## src/rtl/vga_scanout.sv

```systemverilog
// ----------------------------------------------------------------------------
// vga_scanout
//
// Read-side master for the 320x240 RGB444 framebuffer. Generates 640x480@60
// VGA timing from aclk4 (four clocks per pixel), requests one buffer read per
// displayed pixel with 2x upscaling, and drives registered colour and sync
// pins toward the board DAC. The buffer is never written.
//
// Each pixel slot spans four aclk4 cycles (phase 0..3). Addresses and select
// are presented for the slot being fetched. The read data is taken on the
// last phase. It is shown on the pins for the whole of the following slot,
// so every visible output lags the counters by exactly one slot.
//
// Ports
//   aclk4          in   1   system clock, 4x pixel rate
//   aresetn        in   1   asynchronous active-low reset
//   enable_i       in   1   run scanout; low holds everything at reset values
//   x_o            out  12  buffer column address
//   y_o            out  12  buffer row address
//   select_o       out  1   buffer access request
//   wen_o          out  1   buffer write enable, tied low
//   rdata_i        in   12  buffer read data {R[11:8], G[7:4], B[3:0]}
//   vga_r_o        out  4   red, registered
//   vga_g_o        out  4   green, registered
//   vga_b_o        out  4   blue, registered
//   vga_hs_o       out  1   horizontal sync, registered
//   vga_vs_o       out  1   vertical sync, registered
//   frame_start_o  out  1   one-cycle pulse on the first cycle of slot (0,0)
// ----------------------------------------------------------------------------
module vga_scanout #(
    parameter int unsigned H_ACTIVE    = 640,
    parameter int unsigned H_FP        = 16,
    parameter int unsigned H_SYNC      = 96,
    parameter int unsigned H_BP        = 48,
    parameter int unsigned V_ACTIVE    = 480,
    parameter int unsigned V_FP        = 10,
    parameter int unsigned V_SYNC      = 2,
    parameter int unsigned V_BP        = 33,
    parameter int unsigned SCALE_SHIFT = 1,
    parameter logic        SYNC_POL    = 1'b0
) (
    input  logic        aclk4,
    input  logic        aresetn,
    input  logic        enable_i,
    output logic [11:0] x_o,
    output logic [11:0] y_o,
    output logic        select_o,
    output logic        wen_o,
    input  logic [11:0] rdata_i,
    output logic [3:0]  vga_r_o,
    output logic [3:0]  vga_g_o,
    output logic [3:0]  vga_b_o,
    output logic        vga_hs_o,
    output logic        vga_vs_o,
    output logic        frame_start_o
);

    localparam logic [9:0] H_ACT        = 10'(H_ACTIVE);
    localparam logic [9:0] H_LAST       = 10'(H_ACTIVE + H_FP + H_SYNC + H_BP - 1);
    localparam logic [9:0] H_SYNC_START = 10'(H_ACTIVE + H_FP);
    localparam logic [9:0] H_SYNC_END   = 10'(H_ACTIVE + H_FP + H_SYNC);
    localparam logic [9:0] V_ACT        = 10'(V_ACTIVE);
    localparam logic [9:0] V_LAST       = 10'(V_ACTIVE + V_FP + V_SYNC + V_BP - 1);
    localparam logic [9:0] V_SYNC_START = 10'(V_ACTIVE + V_FP);
    localparam logic [9:0] V_SYNC_END   = 10'(V_ACTIVE + V_FP + V_SYNC);

    // IDLE is the one cycle after enable rises (or reset releases) in which
    // the counters still sit at zero, so phase 0 of slot (0,0) starts on the
    // next cycle with its outputs already registered.
    typedef enum logic {
        ST_IDLE,
        ST_RUN
    } state_t;

    state_t      state_q, state_d;
    logic [1:0]  phase_q, phase_d;
    logic [9:0]  hCount_q, hCount_d;
    logic [9:0]  vCount_q, vCount_d;

    logic [11:0] x_q, x_d;
    logic [11:0] y_q, y_d;
    logic        select_q, select_d;
    logic [11:0] pixel_q, pixel_d;
    logic        hs_q, hs_d;
    logic        vs_q, vs_d;
    logic        frameStart_q, frameStart_d;

    logic        slotEnd;
    logic        curActive;
    logic        nextActive;
    logic        curHsync;
    logic        curVsync;

    // Slot/phase sequencing. Dropping enable parks the counters at the origin,
    // so a restart always begins a fresh frame and no partial slot completes.
    always_comb begin
        state_d  = state_q;
        phase_d  = phase_q;
        hCount_d = hCount_q;
        vCount_d = vCount_q;
        if (!enable_i) begin
            state_d  = ST_IDLE;
            phase_d  = 2'd0;
            hCount_d = 10'd0;
            vCount_d = 10'd0;
        end else if (state_q == ST_IDLE) begin
            state_d  = ST_RUN;
            phase_d  = 2'd0;
            hCount_d = 10'd0;
            vCount_d = 10'd0;
        end else begin
            phase_d = phase_q + 2'd1;
            if (phase_q == 2'd3) begin
                if (hCount_q == H_LAST) begin
                    hCount_d = 10'd0;
                    vCount_d = (vCount_q == V_LAST) ? 10'd0 : vCount_q + 10'd1;
                end else begin
                    hCount_d = hCount_q + 10'd1;
                end
            end
        end
    end

    // Region decodes. "cur" describes the slot now ending (used for the
    // one-slot-delayed display side); "next" describes the cycle the fetch
    // registers are being loaded for.
    always_comb begin
        slotEnd    = (state_q == ST_RUN) && (phase_q == 2'd3);
        curActive  = (hCount_q < H_ACT) && (vCount_q < V_ACT);
        nextActive = (hCount_d < H_ACT) && (vCount_d < V_ACT);
        curHsync   = (hCount_q >= H_SYNC_START) && (hCount_q < H_SYNC_END);
        curVsync   = (vCount_q >= V_SYNC_START) && (vCount_q < V_SYNC_END);
    end

    // Output next-state. Fetch outputs are computed from the next counter
    // values so they line up with the slot they belong to. Display outputs
    // change only on the edge that closes a slot; since that edge also opens
    // the next slot's phase 0, the pins stay steady for four cycles. The
    // pixel register doubles as the colour output and loads zero for blank
    // slots, which gives blanking without any logic after the flops.
    always_comb begin
        x_d          = x_q;
        y_d          = y_q;
        select_d     = 1'b0;
        frameStart_d = 1'b0;
        pixel_d      = pixel_q;
        hs_d         = hs_q;
        vs_d         = vs_q;
        if (!enable_i) begin
            x_d     = 12'd0;
            y_d     = 12'd0;
            pixel_d = 12'd0;
            hs_d    = ~SYNC_POL;
            vs_d    = ~SYNC_POL;
        end else begin
            if (nextActive) begin
                x_d = 12'(hCount_d >> SCALE_SHIFT);
                y_d = 12'(vCount_d >> SCALE_SHIFT);
            end
            select_d     = nextActive && (phase_d != 2'd3);
            frameStart_d = (phase_d == 2'd0) && (hCount_d == 10'd0) && (vCount_d == 10'd0);
            if (slotEnd) begin
                pixel_d = curActive ? rdata_i : 12'd0;
                hs_d    = curHsync ? SYNC_POL : ~SYNC_POL;
                vs_d    = curVsync ? SYNC_POL : ~SYNC_POL;
            end
        end
    end

    // State and output registers; reset forces blank, idle, syncs inactive.
    always_ff @(posedge aclk4 or negedge aresetn) begin
        if (!aresetn) begin
            state_q      <= ST_IDLE;
            phase_q      <= 2'd0;
            hCount_q     <= 10'd0;
            vCount_q     <= 10'd0;
            x_q          <= 12'd0;
            y_q          <= 12'd0;
            select_q     <= 1'b0;
            pixel_q      <= 12'd0;
            hs_q         <= ~SYNC_POL;
            vs_q         <= ~SYNC_POL;
            frameStart_q <= 1'b0;
        end else begin
            state_q      <= state_d;
            phase_q      <= phase_d;
            hCount_q     <= hCount_d;
            vCount_q     <= vCount_d;
            x_q          <= x_d;
            y_q          <= y_d;
            select_q     <= select_d;
            pixel_q      <= pixel_d;
            hs_q         <= hs_d;
            vs_q         <= vs_d;
            frameStart_q <= frameStart_d;
        end
    end

    assign x_o           = x_q;
    assign y_o           = y_q;
    assign select_o      = select_q;
    assign wen_o         = 1'b0;
    assign vga_r_o       = pixel_q[11:8];
    assign vga_g_o       = pixel_q[7:4];
    assign vga_b_o       = pixel_q[3:0];
    assign vga_hs_o      = hs_q;
    assign vga_vs_o      = vs_q;
    assign frame_start_o = frameStart_q;

endmodule

```

## config.mk

```make
export PLATFORM = sky130hd
export DESIGN_NAME = vga_scanout
export DESIGN_NICKNAME = d
export VERILOG_FILES = /design/src/rtl/vga_scanout.sv
export SDC_FILE = /design/constraint.sdc
export NUM_CORES = 1
export LEC_CHECK = 0
export BUFFER_PORTS_ARGS = -buffer_cell sky130_fd_sc_hd__buf_2
export CAP_MARGIN = 0
export CORE_ASPECT_RATIO = 1.1
export CORE_UTILIZATION = 49
export DETAILED_ROUTE_END_ITERATION = 8
export PLACE_DENSITY = 0.75
export SKIP_LAST_GASP = 1
export SYNTH_ARGS = -nofsm -noshare
export SYNTH_HDL_FRONTEND = slang
export SYNTH_SLANG_ARGS = --single-unit
export TNS_END_PERCENT = 30
```

## constraint.sdc

```tcl
create_clock -name aclk4 -period 3.02 [get_ports aclk4]
set_input_delay 0.453 -clock aclk4 [delete_from_list [all_inputs] [get_ports aclk4]]
set_output_delay 0.453 -clock aclk4 [all_outputs]
set_load 0.02 [all_outputs]
```

==> flow_metrics.py, run 1 <==
metrics = {
    "synth": {
        "ys_seq_area_share_pct": 50.6,
        "yosysMostFrequentCell": "dfrtp_1",
        "synth_flop_cell": "dfrtp_1",
        "ys_seq_elements": 57,
        "ys_async_sr_fraction_pct": 100,
        "ys_types": 55,
        "synth_top_area_share_pct": 48.8,
        "syn-mean-instance-area_sq_um": 11.6,
        "ys_warn_count": 0,
        "yosysTopAreaCell": "dfrtp_1",
        "yosys-top-cells-area": "dfrtp_1 (49%), mux2_4 (4.3%), a22o_1 (4.0%)",
        "synth_edf_count": 0,
        "synthTopCellsByCount": "dfrtp_1 (55), nor2_1 (18), a22o_1 (13)",
        "netlist_area_sq_mm": 0.00282,
        "synthCells": 244,
    },
    "routing": {
        "ant_nets": 0,
        "routed_wl_mm": 5.74,
        "avgRoutedWirePerCell_um": 14.6,
        "dr.pass1.iters": 4,
        "viasPerCell": 5.54,
        "num_vias": 2170,
        "drt_iter0_markers": 145,
        "route.detailed.drc": 0,
    },
    "floorplan": {
        "pin_count": 56,
        "die_area_sq_mm": 0.00607,
        "initial_utilization_pct": 51.6,
        "coreArea_sq_mm": 0.00547,
        "die_h_um": 81.6,
        "die-width_um": 74.4,
        "rows": 28,
    },
    "cts": {
        "clk_pin_slew_worst_paths_ns": 0.06,
        "cts_sinks": 57,
        "cts_buffers": 9,
        "ctsHoldBuffers": 0,
        "cts.path.max_buffers": 2,
        "h-tree-depth": 3,
        "clock_latency_ns": 0.32,
        "cts_tree": "yes",
        "cts_root_buf": "clkbuf_8",
    },
    "pwr": {
        "power.internal_mw": 1.12,
        "power_density_mw_per_mm2": 427,
        "swShare_pct": 22.3,
        "netSwitchingPower_mw": 0.321,
        "clockPowerShare_pct": 42.5,
        "power_frac_seq_pct": 53.4,
        "p_leak_nw": 1.64,
        "ir_worst_vdd_mv": 0.292,
        "p_comb_share_pct": 4.1,
    },
    "global_routing": {
        "grt_overflow": 0,
        "grt_max_degree": 58,
        "grt_usage_pct": 21.9,
        "antenna_found_initial": 0,
        "grt_pass1_wl_mm": 9.84,
        "grt_pass1_vias": 2073,
    },
    "worst_hold_path": {
        "hp-class": "input port to async pin",
    },
    "setup_path": {
        "crit_family": "simple AND/OR/NAND/NOR gates",
        "cp.required_ns": 3.22,
        "reg2reg_setup_slack_ns": 0.07,
        "worstSetupPathType": "register to register",
        "crit_top_cell": "or4_4",
        "arrival_ns": 3.16,
        "endpoint_kind": "register",
        "cp-start-kind": "register",
        "crit_buf_inv": 2,
        "path_cells": "ha_2, nand4_4, or4_4, buf_4, or4_4, a21oi_2, a311o_1, buf_6, mux2_2",
        "max_stage_delay_ns": 0.51,
        "cp_max_fo": 10,
        "slowest_stage": "or4_4",
    },
    "placement": {
        "place_congestion": 0.915,
        "port_buffers": 48,
        "hpwl_mm": 4.19,
    },
    "timing": {
        "period_minus_slack_ns": 2.95,
        "slew_viol_final": 0,
        "rsz0062_at_grt": "true",
        "fmax_mhz": 339,
        "fin_tns_setup_ns": 0,
        "worst_slew_pin_slew_ns": 0.671,
        "finalSetupViolCount": 0,
        "skew_ns": 0.00632,
        "hold_viol": 0,
        "slew-limit-headroom_pct": 55.3,
        "finalCritPeriodShare_pct": 97.7,
    },
    "final_layout": {
        "final_util_pct": 61.8,
        "drive_above_1_share_pct": 37.9,
        "num-nets-final": 332,
        "areaGrowthSynthToFinish_pct": 19.7,
        "n_antenna_cell": 0,
        "nFillCells": 463,
    },
    "run_status": {
        "status": "complete, no violations",
    },
    "flow_run": {
        "cap_violations": 0,
    },
}
==> power by group through the flow <==
stage	logic [mW]	registers [mW]	clock network [mW]
after floorplan	0.0313	0.787	0
after global placement	0.0599	0.784	0
after detailed placement	0.0609	0.784	0
after CTS	0.0608	0.770	0.630
after global routing	0.0677	0.770	0.663
final	0.0597	0.770	0.614
==> final timing paths <==
path	from	to	cells after the start
hold reg to reg	phase_q[0]	phase_q[0]	1
hold / removal	aresetn	hCount_q[2]	2
setup reg to reg	hCount_q[1]	y_o[2]	9
min in group aclk4	rdata_i[11]	pixel_q[11]	2
max in group asynchronous	aresetn	frame_start_o	2
setup / recovery	hCount_q[1]	y_o[2]	9
==> flip-flops by register name, summed over array words and instances (netlist names) <==
signal         cells
pixel_q           12
hCount_q          10
vCount_q          10
x_o                9
y_o                9
phase_q            2
frame_start_o      1
select_o           1
state_q            1
vga_hs_o           1
vga_vs_o           1
==> cells in the final DEF, fill, tap and decap left out, types with 4 or more instances in the layout <==
| master | count |
|---|---|
| xor2_1 | 4 |
| dfrtp_1 | 55 |
| mux2_4 | 8 |
| nor2_1 | 18 |
| a22o_1 | 13 |
| mux2_2 | 9 |
| ha_1 | 4 |
| nor3_1 | 7 |
| a31oi_1 | 5 |
| clkbuf_8 | 11 |
| o21ai_0 | 6 |
| xnor2_1 | 4 |
| buf_2 | 48 |
| buf_4 | 18 |
| nand2_1 | 10 |
| nor4_1 | 5 |
| nand3_1 | 4 |
| a21oi_1 | 8 |
| inv_1 | 11 |
| conb_1 | 7 |
==> repair_timing <==
action                                  in CTS  in global routing
endpoints found under the setup margin       0                 18
resized for setup                            0                  6
buffers inserted                             0                  1
==> cells by family (layout without fill, tap and decap cells) <==
| family | after synthesis | in the layout | synth area share, % |
|---|---|---|---|
| fa+ha+maj | 5 | 5 | 2.22 |
| mux | 18 | 18 | 8.20 |
| compound gates | 50 | 50 | 13.3 |
| xor+xnor | 8 | 8 | 2.48 |
| buf+inv | 28 | 95 | 6.83 |
| flops | 57 | 57 | 50.6 |
| simple gates | 77 | 77 | 16.3 |
| other cells | 1 | 7 | 0.133 |
==> stage by stage <==
stage / std cells / hold slack, ns / total power [mW] / area (sq um) / setup slack [ns]
floorplan: 250 / 0.157 / 0.819 / 2850 / 0.00850
CTS: 391 / 0.268 / 1.46 / 3350 / 0.0218
global placement: 375 / 0.451 / 0.844 / 3180 / 0.107
global route: 392 / 0.317 / 1.50 / 3380 / -0.0264
finish: 392 / 0.256 / 1.44 / 3380 / 0.0685
detailed placement: 375 / 0.460 / 0.845 / 3180 / 0.0353
==> area by class of cell <==
| cell class | count | area [sq um] | area share [%] |
|---|---|---|---|
| sequential | 57 | 1430 | 42.3 |
| multi-input combinational | 165 | 1240 | 36.8 |
| timing repair buffer | 68 | 398 | 11.8 |
| clock inverter | 3 | 15.0 | 0.444 |
| clock buffer | 13 | 159 | 4.70 |
| tap | 75 | 93.8 | 2.78 |
| inverter | 11 | 41.3 | 1.22 |
==> layer usage <==
| layer | share of wire (%) | wire [um] | global-route usage [%] | vias to the layer above |
|---|---|---|---|---|
| met5 | 0 | 0 | 0 | - |
| met4 | 2.3 | 131 | 10.4 | 0 |
| met3 | 7.0 | 400 | 4.05 | 11 |
| met2 | 46 | 2620 | 33.2 | 96 |
| met1 | 45 | 2590 | 30.2 | 1035 |
| li1 | - | - | - | 1028 |
Power figures use the tool's default switching activity.
==> run 2: changes to the inputs <==
Settings changed: CORE_UTILIZATION 49 to 55, CTS_CLUSTER_SIZE set to 8, PLACE_DENSITY 0.75 to 0.8, RECOVER_POWER set to 50.
Clock period 3.02 ns to 2.9 ns, I/O delays scaled along.
==> run 2 against run 1 <==
Net effect:
- the run now ends with negative setup slack left
- combinational power grew 8.5%
- clock power grew 14%
- global-route usage up 3.5 points
- sequential power grew 4.3%
- total power grew 8.4%
- register-to-register slack got worse by 0.11 ns
- cell count shrank 2.0%
- sequential share of layout area is 2.3 points lower
- critical path type unchanged
- critical endpoint is now x_o[7]
==> flow_metrics.py, run 2 (same netlist as run 1, synthesis figures left out) <==
metrics = {
    "floorplan": {
        "coreArea_sq_mm": 0.00478,
        "initial_utilization_pct": 59.0,
        "die_h_um": 77.1,
        "die-width_um": 70.3,
        "rows": 26,
        "die_area_sq_mm": 0.00542,
        "pin_count": 56,
    },
    "timing": {
        "slew-limit-headroom_pct": 13.3,
        "period_minus_slack_ns": 2.94,
        "fin_hold_ws_ns": 0.179,
        "fmax_mhz": 340,
        "worst_slew_pin_slew_ns": 1.30,
        "finalCritPeriodShare_pct": 101,
        "hold_viol": 0,
        "rsz0062_at_grt": "true",
        "setup_ws_ns": -0.0399,
        "finalSetupViolCount": 13,
        "skew_ns": 0.00902,
        "slew_viol_final": 0,
    },
    "routing": {
        "ant_nets": 0,
        "drt_iter0_markers": 281,
        "viasPerCell": 6.03,
        "routed_wl_mm": 6.94,
        "avgRoutedWirePerCell_um": 18.1,
        "route.detailed.drc": 0,
        "num_vias": 2317,
        "dr.pass1.iters": 6,
    },
    "global_routing": {
        "grt_util_met3_pct": 6.96,
        "antenna_found_initial": 0,
        "grt_pass1_vias": 2163,
        "use_met1_pct": 32.9,
        "grt_pass1_wl_mm": 10.4,
        "grt_overflow": 0,
        "grt_max_degree": 26,
        "top_usage_layer": "met2",
        "grt_usage_pct": 25.4,
        "gr-usage-met2_pct": 37.5,
    },
    "final_layout": {
        "areaGrowthSynthToFinish_pct": 26.7,
        "reg_top3": "pixel_q (12), hCount_q (10), vCount_q (10)",
        "regArea_sq_mm": 0.00143,
        "final_common_cell": "dfrtp_1",
        "layout_common_cells": "dfrtp_1 (55), buf_2 (44), buf_4 (25)",
        "multi_input_area_sq_mm": 0.00132,
        "drive_above_1_share_pct": 40.2,
        "top_register": "pixel_q",
        "nFillCells": 297,
        "num-nets-final": 345,
        "largest_reg_flops": 12,
        "n_antenna_cell": 0,
    },
    "setup_path": {
        "cp.required_ns": 3.12,
        "cp_max_fo": 9,
        "endpoint_kind": "register",
        "worstSetupPathType": "register to register",
        "arrival_ns": 3.16,
        "cp-start-kind": "register",
    },
    "cts": {
        "cts.path.max_buffers": 2,
        "clk_pin_slew_worst_paths_ns": 0.06,
        "cts_sinks": 57,
        "cts_root_buf": "clkbuf_8",
        "cts_buffers": 9,
        "cts_tree": "yes",
        "clock_latency_ns": 0.34,
        "h-tree-depth": 3,
    },
    "worst_hold_path": {
        "hp-class": "input port to async pin",
    },
    "pwr": {
        "power_density_mw_per_mm2": 438,
        "ir_worst_vdd_mv": 0.377,
        "finalPower_mw": 1.56,
        "p_leak_nw": 1.71,
    },
    "run_status": {
        "status": "complete, but fails checks",
        "violations": "negative setup slack",
    },
    "flow_run": {
        "cap_violations": 0,
    },
    "placement": {
        "port_buffers": 48,
        "place_congestion": 0.963,
        "hpwl_mm": 4.52,
    },
}
==> run 2: cell types whose count changed in the layout (fill, tap and decap cells not counted), moves of 2 or more <==
cell      change
mux2_2        -6
mux2_4        +6
buf_4         +7
clkbuf_1      +4
o31ai_2       +2
o31ai_1       -2
ha_4          +2
buf_2         -4
==> run 2: path summary, 6_finish.rpt <==
kind | from | endpoint | slack (ns) | cells past startpoint
max | phase_q[0] | x_o[7] | -0.04 | 10
min | aresetn | x_o[2] | 0.18 | 1
max reg2reg | phase_q[0] | x_o[7] | -0.04 | 10
min reg2reg | pixel_q[7] | pixel_q[7] | 0.50 | 1
max in group asynchronous | aresetn | vCount_q[3] | 1.04 | 2
min in group aclk4 | rdata_i[8] | pixel_q[8] | 0.31 | 2
==> run 2: stage by stage <==
| stage | worst slack (ns) | TNS, ns | util (%) | instances | cell area [sq um] |
|---|---|---|---|---|---|
| global route | -0.114 | -1.40 | 74.8 | 384 | 3580 |
| finish | -0.0399 | -0.390 | 74.8 | 384 | 3580 |
| detailed placement | -0.0561 | -0.452 | 67.6 | 363 | 3230 |
| CTS | -0.0329 | -0.340 | 72.7 | 380 | 3470 |
| floorplan | -0.0995 | -0.812 | - | 250 | 2860 |
| global placement | 0.0363 | 0 | 67.6 | 363 | 3230 |
==> run 2: cell type report <==
class	count	share of cell area [%]
flip-flops and latches	57	40.0
multi-input cells	165	36.8
repair buffers	81	15.0
clock buffers	10	3.85
well taps	56	1.96
clock inverters	4	1.26
inverters	11	1.15
==> run 2: layer usage <==
layer	up-vias	wire length [um]
li1	1049	-
met1	1081	2910
met2	150	3230
met3	37	557
met4	0	240
met5	-	0
==> run 2: critical path, stage by stage, from the launching register on <==
cell	delay, ns
dfrtp_1	0.40
ha_4	0.17
buf_6	0.13
and4_1	0.21
or4b_2	0.65
xor2_2	0.19
nor3b_1	0.08
a311o_1	0.38
buf_4	0.17
buf_16	0.15
mux2_4	0.29
==> run 2: repair_timing <==
item | 4_1_cts | 5_1_grt
setup endpoints to repair | 17 | 18
resized for setup | 3 | 16
hold buffers | 0 | 0
setup buffers | 2 | 3
pin swaps | 4 | 10
gates cloned | 1 | 1
==> run 2: report_power, final <==
group | internal, mW | switching (mW)
Clock | 0.405 | 0.292
Combinational | 0.0166 | 0.0482
Sequential | 0.800 | 0.00256
Total | 1.22 | 0.343
